$ cat src/rtl/absorption_readout_ctrl_pkg.sv
// Shared types and default sizing for the absorption-array readout controller.
package absorption_readout_ctrl_pkg;

   localparam int unsigned ADDR_WIDTH_DEF   = 16;
   localparam int unsigned WORD_WIDTH_DEF   = 64;
   localparam int unsigned DRAIN_CYCLES_DEF = 37;

   typedef enum logic [2:0] {
      ST_IDLE,
      ST_DRAIN,
      ST_ISSUE,
      ST_WAIT,
      ST_PRESENT,
      ST_FINISH
   } state_t;

endpackage

$ cat src/rtl/abs_mem_port_mux.sv
// Selects who owns the absorption RAM ports: the photon pipeline or the readout sweep.
module abs_mem_port_mux #(
   parameter int unsigned ADDR_WIDTH = 16,
   parameter int unsigned WORD_WIDTH = 64
) (
   input  logic                  passthrough,
   input  logic [ADDR_WIDTH-1:0] pipe_rdaddress,
   input  logic [ADDR_WIDTH-1:0] pipe_wraddress,
   input  logic [WORD_WIDTH-1:0] pipe_data,
   input  logic                  pipe_wren,
   output logic [WORD_WIDTH-1:0] pipe_q,
   input  logic [ADDR_WIDTH-1:0] rd_addr,
   input  logic                  clr_wren,
   input  logic [ADDR_WIDTH-1:0] clr_wraddress,
   output logic [ADDR_WIDTH-1:0] mem_rdaddress,
   output logic [ADDR_WIDTH-1:0] mem_wraddress,
   output logic [WORD_WIDTH-1:0] mem_data,
   output logic                  mem_wren,
   input  logic [WORD_WIDTH-1:0] mem_q
);

   assign pipe_q = mem_q;

   // Readout side only ever writes zeros (clear-on-read), never pipeline data.
   always_comb begin
      mem_rdaddress = rd_addr;
      mem_wraddress = clr_wraddress;
      mem_data      = '0;
      mem_wren      = clr_wren;
      if (passthrough) begin
         mem_rdaddress = pipe_rdaddress;
         mem_wraddress = pipe_wraddress;
         mem_data      = pipe_data;
         mem_wren      = pipe_wren;
      end
   end

endmodule

$ cat src/rtl/absorption_readout_ctrl.sv
// Stops photon injection, drains the fluence pipeline, then streams the absorption array to the host.
// Optional: define ABS_CLEAR_ON_READ_EN to zero each word as it is handed to the host.
module absorption_readout_ctrl
   import absorption_readout_ctrl_pkg::*;
#(
   parameter int unsigned ADDR_WIDTH   = ADDR_WIDTH_DEF,
   parameter int unsigned WORD_WIDTH   = WORD_WIDTH_DEF,
   parameter int unsigned DRAIN_CYCLES = DRAIN_CYCLES_DEF
) (
   input  logic                  clock,
   input  logic                  reset,
   input  logic                  start,
   output logic                  inject_stop,
   output logic                  pipe_enable,
   input  logic [ADDR_WIDTH-1:0] pipe_rdaddress,
   input  logic [ADDR_WIDTH-1:0] pipe_wraddress,
   input  logic [WORD_WIDTH-1:0] pipe_data,
   input  logic                  pipe_wren,
   output logic [WORD_WIDTH-1:0] pipe_q,
   output logic [ADDR_WIDTH-1:0] mem_rdaddress,
   output logic [ADDR_WIDTH-1:0] mem_wraddress,
   output logic [WORD_WIDTH-1:0] mem_data,
   output logic                  mem_wren,
   input  logic [WORD_WIDTH-1:0] mem_q,
   output logic [ADDR_WIDTH-1:0] out_addr,
   output logic [WORD_WIDTH-1:0] out_data,
   output logic                  out_valid,
   input  logic                  out_ready,
   output logic                  busy,
   output logic                  done
);

   localparam int unsigned DRAIN_W = $clog2(DRAIN_CYCLES + 1);

   state_t                state;
   state_t                state_next;
   logic [DRAIN_W-1:0]    drain_cnt;
   logic [DRAIN_W-1:0]    drain_next;
   logic [ADDR_WIDTH-1:0] addr_cnt;
   logic [ADDR_WIDTH-1:0] addr_next;
   logic                  out_load;
   logic                  passthrough;
   logic                  handshake;
   logic                  clr_wren;

   assign passthrough = (state == ST_IDLE) || (state == ST_DRAIN);
   assign handshake   = (state == ST_PRESENT) && out_ready;

`ifdef ABS_CLEAR_ON_READ_EN
   assign clr_wren = handshake;
`else
   assign clr_wren = 1'b0;
`endif

   abs_mem_port_mux #(
      .ADDR_WIDTH (ADDR_WIDTH),
      .WORD_WIDTH (WORD_WIDTH)
   ) u_mux (
      .passthrough    (passthrough),
      .pipe_rdaddress (pipe_rdaddress),
      .pipe_wraddress (pipe_wraddress),
      .pipe_data      (pipe_data),
      .pipe_wren      (pipe_wren),
      .pipe_q         (pipe_q),
      .rd_addr        (addr_cnt),
      .clr_wren       (clr_wren),
      .clr_wraddress  (out_addr),
      .mem_rdaddress  (mem_rdaddress),
      .mem_wraddress  (mem_wraddress),
      .mem_data       (mem_data),
      .mem_wren       (mem_wren),
      .mem_q          (mem_q)
   );

   // State and counter registers.
   always_ff @(posedge clock) begin
      if (reset) begin
         state     <= ST_IDLE;
         drain_cnt <= '0;
         addr_cnt  <= '0;
      end else begin
         state     <= state_next;
         drain_cnt <= drain_next;
         addr_cnt  <= addr_next;
      end
   end

   // Next-state logic; the last address ends the sweep instead of wrapping.
   always_comb begin
      state_next = state;
      drain_next = drain_cnt;
      addr_next  = addr_cnt;
      out_load   = 1'b0;
      case (state)
         ST_IDLE: begin
            if (start) begin
               state_next = ST_DRAIN;
               drain_next = DRAIN_W'(DRAIN_CYCLES - 1);
               addr_next  = '0;
            end
         end
         ST_DRAIN: begin
            if (drain_cnt == '0) state_next = ST_ISSUE;
            else                 drain_next = drain_cnt - DRAIN_W'(1);
         end
         ST_ISSUE: state_next = ST_WAIT;
         ST_WAIT: begin
            out_load   = 1'b1;
            state_next = ST_PRESENT;
         end
         ST_PRESENT: begin
            if (out_ready) begin
               if (&addr_cnt) begin
                  state_next = ST_FINISH;
               end else begin
                  addr_next  = addr_cnt + ADDR_WIDTH'(1);
                  state_next = ST_ISSUE;
               end
            end
         end
         ST_FINISH: state_next = ST_IDLE;
         default:   state_next = ST_IDLE;
      endcase
   end

   // Status outputs are registered from the next state so they line up with the state register.
   always_ff @(posedge clock) begin
      if (reset) begin
         inject_stop <= 1'b0;
         pipe_enable <= 1'b1;
         busy        <= 1'b0;
         done        <= 1'b0;
         out_valid   <= 1'b0;
         out_data    <= '0;
         out_addr    <= '0;
      end else begin
         inject_stop <= (state_next != ST_IDLE);
         pipe_enable <= (state_next == ST_IDLE) || (state_next == ST_DRAIN);
         busy        <= (state_next != ST_IDLE);
         done        <= (state_next == ST_FINISH);
         out_valid   <= (state_next == ST_PRESENT);
         if (out_load) begin
            out_data <= mem_q;
            out_addr <= addr_cnt;
         end
      end
   end

endmodule

$ cat config.mk
export PLATFORM = sky130hd
export DESIGN_NAME = absorption_readout_ctrl
export DESIGN_NICKNAME = d
export VERILOG_FILES = /design/src/rtl/absorption_readout_ctrl_pkg.sv /design/src/rtl/abs_mem_port_mux.sv /design/src/rtl/absorption_readout_ctrl.sv
export SDC_FILE = /design/constraint.sdc
export NUM_CORES = 1
export LEC_CHECK = 0
export ABC_AREA = 1
export BUFFER_PORTS_ARGS = -buffer_cell sky130_fd_sc_hd__buf_2
export CORE_AREA = 3 3 157 159
export DETAILED_ROUTE_END_ITERATION = 7
export DIE_AREA = 0 0 160 162
export GPL_TIMING_DRIVEN = 0
export SYNTH_ARGS = -nofsm -noshare
export SYNTH_HDL_FRONTEND = slang
export SYNTH_SLANG_ARGS = --single-unit
$ cat constraint.sdc
create_clock -name clock -period 2.3 [get_ports clock]
set_input_delay 0.23 -clock clock [delete_from_list [all_inputs] [get_ports clock]]
set_output_delay 0.23 -clock clock [all_outputs]
set_load 0.01 [all_outputs]
# After elaboration in Yosys (flattened, before gate mapping)
# Index checks and enable logic that the tools add are counted.
totals:
  register_bits: 109
  latchBits: 0
  ramBits: 0
  romBits: 0
  in_bits: 165
  out_inout_bits: 246
  word_cells: 50
  mem_count: 0
classes:
  add_sub_neg: 2
  mul: 0
  div: 0
  magnitude_cmp: 0
  n_eq_ne: 11
  n_shift: 0
  mux: 17
  bitwise: 0
  reduce_logical: 11
ops:
  columns: ["operator", "count"]
  rows:
  - ["2-to-1 mux 16 bit", 5]
  - ["2-to-1 mux 64 bit", 1]
  - ["one-hot mux 16 bit (2 select lines)", 1]
  - ["adder 16 x 1 -> 16 bit, second input constant", 1]
  - ["AND reduction 16 bit", 1]
  - ["one-hot mux 3 bit (5 select lines)", 1]
  - ["2-to-1 mux 3 bit", 4]
  - ["2-to-1 mux 6 bit", 2]
  - ["one-hot mux 6 bit (2 select lines)", 1]
  - ["== test 3 bit, second input constant", 3]
  - ["!= test 2 bit, second input constant", 4]
  - ["== test 3 x 1 -> 1 bit, second input constant", 2]
  - ["== test 3 x 2 -> 1 bit, second input constant", 2]
  - ["zero test 3 bit", 2]
  - ["zero test 6 bit", 1]
  - ["subtractor 6 x 1 -> 6 bit, second input constant", 1]
  - ["AND reduction 4 bit", 1]
  - ["nonzero test 2 bit", 2]
  - ["AND reduction 3 bit", 1]
  - ["nonzero test 3 bit", 1]
  - ["logical OR 1 bit", 2]
  - ["2-to-1 mux 1 bit", 2]

# Depth between registers and ports, before layout
depth:
  word_depth: 6
  mapped_depth: 12
  mapped_depth_nobuf: 11

# Cells and area by module
# A second synthesis with hierarchy kept.
unflattened:
  hier_cells: 912
  hier_area_um2: 5824.3
by_module_without_submodules:
  columns: ["module", "n_inst", "cells_per_inst", "area_each_um2", "seq_area_each_um2"]
  rows:
  - ["absorption_readout_ctrl", 1, 606, 4383.0, 2182.1]
  - ["abs_mem_port_mux", 1, 306, 1441.4, 0.0]

# Least setup slack after synthesis
# Ideal clock, no wire load.
synth_timing:
  path_kind: "register to register"
  start: "register addr_cnt[0]"
  end: "register addr_cnt[0]"
  arrival_ps: 1507
  required_time_ps: 2185
  setup_slack_ps: 678
  stages_incl_launch_ff: 12
  n_path_buf: 1
  synth_period_minus_slack_ps: 1622
  cell_sequence: "dfxtp_1 > ha_1 > nand3_1 > inv_1 > nand2_1 > nor2_1 > nand2_1 > nand2_4 > inv_4 > buf_6 > o21ai_1 > nor2_1"
synth_via:
  elab_chain_len: 4
synth_rtl:
  columns: ["element", "line_no", "rtl"]
  rows:
  - ["start, declared", "absorption_readout_ctrl.sv:39", "logic [ADDR_WIDTH-1:0] addr_cnt;"]
  - ["start signal, assigned", "absorption_readout_ctrl.sv:84", "addr_cnt <= addr_next;"]
  - ["adder 16 x 1 -> 16 bit", "absorption_readout_ctrl.sv:116", "addr_next = addr_cnt + ADDR_WIDTH'(1);"]
  - ["2-to-1 mux 16 bit", "absorption_readout_ctrl.sv:113", "if (&addr_cnt) begin"]
  - ["2-to-1 mux 16 bit", "absorption_readout_ctrl.sv:112", "if (out_ready) begin"]
  - ["one-hot mux 16 bit (2 select lines)", "absorption_readout_ctrl.sv:94", "case (state)"]
# Several ways; a longest one is shown, not always the timed one. The select of a mux whose other input is x is not followed.
# A chain may end at the register's enable or synchronous reset.

# Worst setup path after layout
layout_timing:
  start: "register state[2]"
  end: "output mem_data[44]"
layout_via:
  elab_chain_len: 3
layout_rtl:
  columns: ["element", "line_no", "rtl"]
  rows:
  - ["start, declared", "absorption_readout_ctrl.sv:35", "state_t state;"]
  - ["start signal, assigned", "absorption_readout_ctrl.sv:82", "state <= state_next;"]
  - ["== test 3 x 1 -> 1 bit or zero test 3 bit (tied branches)", "absorption_readout_ctrl.sv:46", "assign passthrough = (state == ST_IDLE) || (state == ST_DRAIN);"]
  - ["logical OR 1 bit *", "absorption_readout_ctrl.sv:46", null]
  - ["2-to-1 mux 64 bit *", "abs_mem_port_mux.sv:30", "if (passthrough) begin"]
  - ["end, declared", "absorption_readout_ctrl.sv:22", "output logic [WORD_WIDTH-1:0] mem_data,"]
# Every way passes the cells marked *; elsewhere a longest branch is shown, timed or not.

==> results.md <==
- CP required: 2070 ps
- # hold bufs at CTS: 0
- Worst-Skew Late Latency: 360 ps
- CTS tree: yes
- Crit path time final: 2110 ps
- Global-route wire length before repair: 40.2 mm
- Drt via density: 4.26
- Total core area: 23400 um2
- # DRC: 0
- Outcome: completed
- Mean Syn Cell Area: 6.40 um2
- Hold crit path type: input pin to flip-flop
- Die width: 160 um
- Most frequent cells in the layout: buf_2, nor2_1, nand2_1
- CP max FO: 10
- Register area share after synthesis: 38.1%
- Row cnt: 56
- Final Skew: 16.1 ps
- DPL Wire Length: 22.6 mm
- Vias: 6996
- # Post-CTS Setup Buffers: 0
- Remaining Overflow, GRT: 0
- Peak VDD IR: 0.388 mV
- Port Buffer Count: 409
- Routed WL: 27.2 mm
- Pre-CTS WS: 147 ps
- Commonest non-fill, non-tap cell in the layout: buf_2
- Clk buf depth: 2
- RSZ-0062 raised after global routing: no
- Power density cells: 803 nW/um2
- Number of global-route vias before repair: 6862
- Die Area: 25900 um2
- Clock transition at path regs: 100 ps
- Tot GR Track Use: 20.2%
- DIE HEIGHT: 162 um
- Distinct cells, synth: 29
- Largest net degree at the start of global routing: 25
- Final setup fails: 0
- Initial DRC Count: 355
- First-pass detailed-route iteration total: 5
- Synth top area share: 38.1%
- Clk Tree Root Cell: clkbuf_16
- Initial Util: 24.5%
- Max-Cap Viols: 0
- Final worst slack: 186 ps
- Post-route clock period utilization: 91.9%
- Leakage: 4.86 nW
- Crit. End Element: output pin
- # clock sinks: 109
- Total CTS buffers: 9
- FF-to-FF setup slack: 240 ps
- Top cells by area, synth: dfxtp_1, nor2_1, o21ai_0
- H-tree levels: 3
- Synth area leader: dfxtp_1
- Max Clk Rate: 473 MHz
- CP Class: flip-flop to output pin
- WL per Instance: 16.6 um
- Synthesized Nets: 1062
- Share of layout cells above drive strength 1: 40.3%
- Max Slew Vio Count: 0
- Final hold vios: 0
- Setup TNS: 0 ps
- Synthesis-stage register bit count: 109
- Gpl congestion: 0.923
- I/O pins: 411
- Warnings, synthesis: 0
- Element type at the critical path start: flip-flop
- Worst slew margin relative to its limit: 57.9%
- Antenna violations before repair: 8
- Cells after Synth: 894
- Crit path DAT: 1880 ps
- Layout area overhead: 48.9%
- Mapped Area: 5730 um2
- Final #Nets: 1482
- Post-route ant nets: 0
- Worst-margin pin slew: 632 ps
worst max-delay path, stage by stage, from the launching register on:
cell,delay (ps)
dfxtp_1,310
buf_4,160
nor2_8,180
inv_2,100
buf_2,210
clkbuf_2,220
nor2_1,160
buf_2,170
cell type report:
type                    count  area (um2)
clock buffers               9         225
fillers                  2648       14900
well taps                 319         399
inverters                 101         382
diodes                      3        7.51
repair buffers            409        2050
clock inverters             7        98.8
plain buffers             111         711
flip-flops and latches    109        2180
multi-input cells         573        2470
flip-flops by register name, indices dropped and copies added, names as in the netlist:
name	flops
out_valid	1
addr_cnt	16
out_addr	16
done	1
out_data	64
busy	1
pipe_enable	1
drain_cnt	6
state	3
timing repair:
action,CTS,global route
resized for setup,9,10
setup endpoints to repair,73,35
hold endpoints to repair,0,0
pin swaps,0,1
report_power, final:
| group | leakage (nW) | switching, mW | total [mW] | internal (mW) |
|---|---|---|---|---|
| clock network | 0.157 | 0.904 | 1.71 | 0.810 |
| logic | 3.83 | 1.82 | 2.87 | 1.06 |
| registers | 0.881 | 0.140 | 2.25 | 2.11 |
through the flow:
step	hold slack [ps]	utilization [%]	power, mW	area (um2)	cells
floorplan	365	-	3.85	5730	894
global placement	469	34.9	5.16	8170	1622
detailed placement	478	34.9	5.18	8170	1622
CTS	78.7	36.4	6.93	8510	1638
global route	83.6	36.4	7.33	8520	1641
finish	93.3	36.4	6.84	8520	1641
logic make-up (layout without fill, tap and decap cells):
logic type                 after synthesis  count (layout)  share of synthesized area (%)
DFF                                    109             109                           38.1
and+or+nand+nor                        436             436                           30.3
other                                    0               3                              0
AOI/OAI and AO/OA                      129             129                           11.4
adders and majority gates                3               3                          0.656
xor gates and xnor gates                 5               5                          0.765
buffers and inverters                  212             637                           18.8
Yosys cell counts (all sizes together):
| library cell | instances |
|---|---|
| a211oi | 1 |
| a21oi | 24 |
| buf | 84 |
| clkbuf | 27 |
| dfxtp | 109 |
| ha | 3 |
| inv | 101 |
| nand2 | 136 |
| nand3 | 22 |
| nand4 | 5 |
| nor2 | 264 |
| nor2b | 1 |
| nor3 | 6 |
| o21ai | 104 |
| or2 | 2 |
| xnor2 | 1 |
| xor2 | 4 |
routing by layer:
| layer | share of wire (%) | routed length (um) | up-vias | track usage [%] |
|---|---|---|---|---|
| met5 | 0.037 | 10 | - | 0 |
| met4 | 3.3 | 894 | 2 | 8.88 |
| met3 | 9.4 | 2560 | 39 | 6.78 |
| met2 | 51 | 13800 | 341 | 36.7 |
| met1 | 36 | 9920 | 3102 | 21.4 |
| li1 | - | - | 3512 | - |
worst paths after layout:
check,from,end,cells past startpoint
worst max register to register,addr_cnt[1],addr_cnt[3],12
worst max-delay path,state[2],mem_data[44],7
worst min-delay path,mem_q[40],out_data[40],3
worst min register to register,drain_cnt[3],drain_cnt[3],2
Power figures use the tool's default switching activity.
